`src/rtl/pipe_stage_skid.sv`:
```
// Inter-stage pipeline register with valid/ready handshake and 2-entry skid buffer.
// Optional PIPE_STAGE_STALL_CNT_EN adds a 32-bit downstream-stall counter on stall_cnt.

module pipe_stage_skid_lane #(
    parameter int W = 32
) (
    input  logic         clk,
    input  logic         reset,
    input  logic         main_ld_in,
    input  logic         main_ld_skid,
    input  logic         main_clr,
    input  logic         skid_ld,
    input  logic         skid_clr,
    input  logic [W-1:0] d_in,
    output logic [W-1:0] d_out
);
    logic [W-1:0] skid_q;

    // Clears take priority so flush and drain-to-empty always leave zeros behind.
    always_ff @(posedge clk or posedge reset) begin
        if (reset) begin
            d_out  <= '0;
            skid_q <= '0;
        end else begin
            if (main_clr)          d_out <= '0;
            else if (main_ld_skid) d_out <= skid_q;
            else if (main_ld_in)   d_out <= d_in;

            if (skid_clr)          skid_q <= '0;
            else if (skid_ld)      skid_q <= d_in;
        end
    end
endmodule

module pipe_stage_skid #(
    parameter int          LANES    = 2,
    parameter int          WIDTH    = 32,
    parameter logic [31:0] PC_RESET = 32'h0000_3000
) (
    input  logic                   clk,
    input  logic                   reset,
    input  logic                   flush,
    input  logic                   in_valid,
    output logic                   in_ready,
    input  logic [31:0]            instr_in,
    input  logic [31:0]            pc_in,
    input  logic [LANES*WIDTH-1:0] data_in,
    output logic                   out_valid,
    input  logic                   out_ready,
    output logic [31:0]            instr_out,
    output logic [31:0]            pc_out,
    output logic [LANES*WIDTH-1:0] data_out,
    output logic [31:0]            stall_cnt
);
    logic main_valid, skid_valid;
    logic accept, drain;
    logic main_ld_in, main_ld_skid, main_clr, skid_ld, skid_clr;
    logic [31:0] skid_pc;

    assign out_valid = main_valid;
    assign accept    = in_valid & in_ready;
    assign drain     = main_valid & out_ready;

    // in_ready mirrors !skid_valid, so accept can never coincide with a full skid.
    assign main_ld_in   = !flush & accept & (!main_valid | drain);
    assign main_ld_skid = !flush & skid_valid & drain;
    assign main_clr     = flush | (drain & !accept & !skid_valid);
    assign skid_ld      = !flush & accept & main_valid & !drain;
    assign skid_clr     = flush | main_ld_skid;

    always_ff @(posedge clk or posedge reset) begin
        if (reset) begin
            main_valid <= 1'b0;
            skid_valid <= 1'b0;
            in_ready   <= 1'b1;
            pc_out     <= PC_RESET;
            skid_pc    <= '0;
        end else begin
            if (main_clr)                       main_valid <= 1'b0;
            else if (main_ld_in | main_ld_skid) main_valid <= 1'b1;

            if (skid_clr)     skid_valid <= 1'b0;
            else if (skid_ld) skid_valid <= 1'b1;

            if (skid_clr)     in_ready <= 1'b1;
            else if (skid_ld) in_ready <= 1'b0;

            // pc is never cleared; it keeps the last main-entry address.
            if (main_ld_skid)    pc_out <= skid_pc;
            else if (main_ld_in) pc_out <= pc_in;

            if (skid_clr)     skid_pc <= '0;
            else if (skid_ld) skid_pc <= pc_in;
        end
    end

    pipe_stage_skid_lane #(.W(32)) u_instr (
        .clk(clk), .reset(reset),
        .main_ld_in(main_ld_in), .main_ld_skid(main_ld_skid), .main_clr(main_clr),
        .skid_ld(skid_ld), .skid_clr(skid_clr),
        .d_in(instr_in), .d_out(instr_out)
    );

    for (genvar k = 0; k < LANES; k++) begin : g_lane
        pipe_stage_skid_lane #(.W(WIDTH)) u_lane (
            .clk(clk), .reset(reset),
            .main_ld_in(main_ld_in), .main_ld_skid(main_ld_skid), .main_clr(main_clr),
            .skid_ld(skid_ld), .skid_clr(skid_clr),
            .d_in(data_in[k*WIDTH +: WIDTH]), .d_out(data_out[k*WIDTH +: WIDTH])
        );
    end

`ifdef PIPE_STAGE_STALL_CNT_EN
    always_ff @(posedge clk or posedge reset) begin
        if (reset)                       stall_cnt <= '0;
        else if (main_valid & !out_ready) stall_cnt <= stall_cnt + 32'd1;
    end
`else
    assign stall_cnt = '0;
`endif
endmodule

```
`config.mk`:
```
export PLATFORM = sky130hd
export DESIGN_NAME = pipe_stage_skid
export DESIGN_NICKNAME = d
export VERILOG_FILES = /design/src/rtl/pipe_stage_skid.sv
export SDC_FILE = /design/constraint.sdc
export NUM_CORES = 1
export LEC_CHECK = 0
export CAP_MARGIN = 20
export CORE_MARGIN = 3
export CORE_UTILIZATION = 49
export DETAILED_ROUTE_END_ITERATION = 6
export GPL_TIMING_DRIVEN = 0
export HOLD_SLACK_MARGIN = 0.03
export PLACE_DENSITY = 0.9
export REMOVE_ABC_BUFFERS = 1
export SYNTH_ARGS = -nofsm -noshare
export SYNTH_HDL_FRONTEND = slang
export SYNTH_SLANG_ARGS = --single-unit
```
`constraint.sdc`:
```
create_clock -name clk -period 9.07 [get_ports clk]
set_input_delay 1.3605 -clock clk [delete_from_list [all_inputs] [get_ports clk]]
set_output_delay 1.3605 -clock clk [all_outputs]
set_load 0.1 [all_outputs]
```
# After elaboration in Yosys (flattened, before gate mapping)
# Cells that the tools add are included.
# totals
reg_bits,259
output_inout_bits,162
elab_cells,59
# classes
n_mux,25
bitwise_logic,14
n_reduce_logical,9
# op_table
op,n
2-to-1 mux 32 bit,19
AND 1 bit,10
2-to-1 mux 1 bit,6
nonzero test 2 bit,3
zero test 1 bit,5
OR 1 bit,4
nonzero test 3 bit,1

# Logic depth before layout (Yosys ltp)
# Gate-level depths: netlist of the first run.
# logic_depth
depth_word,6
depth_mapped,7
ltp_nobuf,3

# Hierarchy
# A second synthesis of the first run with hierarchy kept.
# unflattened
hier_cells,971
area_unflattened_um2,12099.1
# modules_own_cells
module,n_inst,cells_each,area_each_um2,seq_area_each_um2
pipe_stage_skid_lane,3,246,2954.1,1601.5
pipe_stage_skid,1,233,3236.9,1680.4

# Worst setup path after synthesis of the first run
# No wires, ideal clock.
# synth_timing
path_type,input to register
startpoint,in flush
endpoint,reg pc_out[15]
arrival_time_ns,2.416
t_required_ns,8.944
slack_ns,6.528
cell_stages,4
path_cell_list,nand4b_1 clkbuf_1 mux2_2 mux2_2
# synth_via
elab_chain_len,4
elab_cells_between_ends,7
classes_between,mux: 1; bitwise: 4; reduce/logical: 2
# synth_lines
item,line_no,text
from (decl),42,"input logic flush,"
zero test 1 bit *,"65, 66",
AND 1 bit (on tied branches) (2 in series),"66, 65",
2-to-1 mux 32 bit / nonzero test 2 bit (equally long branches),--,
to (signal assigned),89,if (main_ld_skid) pc_out <= skid_pc;
to (signal assigned),90,else if (main_ld_in) pc_out <= pc_in;
to (decl),51,"output logic [31:0] pc_out,"
# Every way passes the cells marked *; elsewhere a longest branch is shown, timed or not.
# A chain may end at the register's enable or synchronous reset.

# Final worst setup path of the first run
# layout_timing
startpoint,in flush
endpoint,reg pc_out[31]
# The elaborated chain is that of the path after synthesis.

==> metrics.txt, run 1 <==
max layer used=met4; post-synth cell types=25; kind of critical path=input port to flop; GP Congestion=0.730; total leakage power=7.15 nW; fmax=250 MHz; syn_area_per_cell=14.5 sq um; via count=7989; minimum clock period=4.00 ns; Placed Area=14200 sq um; Remaining Overflow, GRT=0; Die ar.=24800 sq um; Inserted Clock Buffers=27; final worst path period share=0.441; Syn-to-layout area delta=33.4%; initial cell density of the core=0.507; critical path data required time=9.47 ns; top post-synthesis cells by area=dfrtp_1 57%, a32o_1 11%, mux2i_1 8.5%, o2bb2ai_1 7.5%, mux2_4 3.7%; Worst Slack Setup Final=5.07 ns; asr flop ratio synth=1.00; CP Launch Type=input port; Via density=6.09; Root Buffer Master=clkbuf_16; Setup crit end kind=flop; count of final setup violators=0; commonest non-fill, non-tap cell in the layout=clkdlybuf4s50_1; flops & latches, synth=259; worst relative slew slack=0.306; outcome=completed; area leader, netlist=dfrtp_1; metal2 WL=14.5 mm; Post-Route Setup TNS=0 ns; vias in the first global route=8366; CTS tree=built; placed insts=1266; # IOs=295; setup slack at placement=4.58 ns; Clk pin slew, worst setup/hold paths=0.06 ns; die height=158 um; final hold vios=0; CP max FO=12; fillers=1499; CTS max path bufs=3; Die W=158 um; yosys synthesis warning count=0; RSZ-0062 raised after global routing=no; antenna-violating nets left=0; WHS Path Cells=1; CTS sink count=259; Seq/Total Area, Yosys=0.576; PwrDens=219 nW/um^2; initial antenna violation count=0; Worst-Skew Late Latency=0.52 ns; number of synthesized flops with an enable pin=0; WL final=29.6 mm; Storage cell area=6480 sq um; met3 wire length=2.44 mm; DP HPWL=19.4 mm; non-filler cells, final=1312; port bufs=262; Synth Instances=778; initial detailed-routing violation count=466; Site Rows=54; Post-Route Skew=0.00407 ns; Design Area, Final=15000 sq um; Tightest Pin Transition=1.04 ns; DRC viols=0; largest net degree at the start of global routing=128; final-report max-slew violation count=0; n_diodes=0; Layout Utilization=0.676; CTS Hold Bufs=0; Arr. time, crit path=4.40 ns; WL/cell=22.5 um; VDD IR-drop max=0.000156 V; most frequent cells in the layout=262 x clkdlybuf4s50_1, 256 x dfrtp_1, 128 x a32o_1; Synth top area share=0.569; mapped cell area=11300 sq um; worst r2r path cells=9; drt pass-1 iters=5; worst hold margin=0.488 ns; Multi-input gate area=4180 sq um; share of cells above drive strength 1=0.130; PostCTS Resize Cnt=0; Post-Route M1 WL=11.9 mm; ys flop type=dfrtp_1; Pwr Total=3.28 mW; max_cap viols=0; Max H-tree Level=1; min-delay worst type=flop to flop; layout net count=1148; first-pass GRT wire length=46.3 mm; GRT Total Usage=0.230; Post-CTS Setup Inserts=0; core area=22200 sq um
-- area by class of cell --
cell class | instances | area share
Tap cell | 280 | 0.0233
Inverter | 3 | 0.00142
Multi-Input combinational cell | 433 | 0.278
Clock inverter | 6 | 0.00383
Sequential cell | 259 | 0.432
Timing Repair Buffer | 291 | 0.209
Clock buffer | 40 | 0.0529
-- registers in the layout (all words and copies together), names as in the netlist --
name                  flops
g_lane.u_lane.d_out      64
g_lane.u_lane.skid_q     64
pc_out                   32
skid_pc                  32
u_instr.d_out            32
u_instr.skid_q           32
in_ready                  1
out_valid                 1
skid_valid                1
-- cells in the mapped netlist (4+ instances only) --
| cell type | n |
|---|---|
| dfrtp_1 | 256 |
| o2bb2ai_1 | 96 |
| buf_6 | 15 |
| mux2_4 | 28 |
| buf_4 | 44 |
| a32o_1 | 128 |
| mux2_2 | 28 |
| mux2_1 | 8 |
| a21oi_1 | 4 |
| mux2i_1 | 96 |
| clkbuf_1 | 22 |
| buf_2 | 33 |
-- kinds of logic after synthesis --
logic type,Yosys count,synth area share
mux,160,0.159
flops,259,0.576
buf+inv,117,0.0673
other cells,1,0.000333
simple gates,7,0.00444
compound gates,234,0.194
-- path summary, 6_finish.rpt --
check / startpoint / to / slack, ns
max: flush / pc_out[31] / 5.07
min: g_lane[0].u_lane.d_out[17] / g_lane[0].u_lane.d_out[17] / 0.49
max reg2reg: out_valid / pc_out[31] / 6.04
min reg2reg: g_lane[0].u_lane.d_out[17] / g_lane[0].u_lane.d_out[17] / 0.49
max in group asynchronous: reset / skid_pc[3] / 7.01
min in group asynchronous: reset / skid_pc[20] / 1.17
-- power breakdown --
group	leakage, nW	internal, mW	switching (mW)
clock network	0.420	0.629	0.440
registers	3.47	1.23	0.0476
logic	3.26	0.243	0.691
total	7.15	2.11	1.18
-- critical path, cell delays in order --
cell	delay [ns]
clkdlybuf4s50_1	0.59
nand4b_1	0.68
buf_8	0.37
buf_8	0.16
buf_8	0.16
buf_8	0.16
buf_8	0.17
buf_8	0.16
mux2_1	0.30
mux2_2	0.26
-- routing by layer --
layer	track usage	up-vias
li1	-	3488
met1	0.294	4111
met2	0.388	336
met3	0.0648	54
met4	0.0591	0
met5	0	-
No activity file was read; power rests on OpenSTA's default activity.
==> run 2: changes to the inputs <==
clock period = 4 ns   (was 9.07 ns; I/O delays follow)
==> results of run 2 <==
Same layout as run 1 (identical final DEF). Status: completed.
Main changes from that run: setup slack after placement 4.58 ns -> 0.271 ns; setup slack after layout 5.07 ns -> 0.761 ns; hold slack 0.488 ns -> 0.411 ns; register-to-register setup slack 6.04 ns -> 0.97 ns; total power 3.28 mW -> 7.45 mW; worst IR drop on VDD 0.000156 V -> 0.000353 V
==> run 3: changes to the inputs <==
clock period = 3.17 ns   (was 4 ns; I/O delays follow)
==> results of run 3 <==
Same layout as run 1 (identical final DEF). Status: completed.
Main changes from that run: setup slack after placement 4.58 ns -> -0.434 ns; setup slack after layout 5.07 ns -> 0.0557 ns; hold slack 0.488 ns -> 0.286 ns; register-to-register setup slack 6.04 ns -> 0.14 ns; total power 3.28 mW -> 9.40 mW; worst IR drop on VDD 0.000156 V -> 0.000446 V
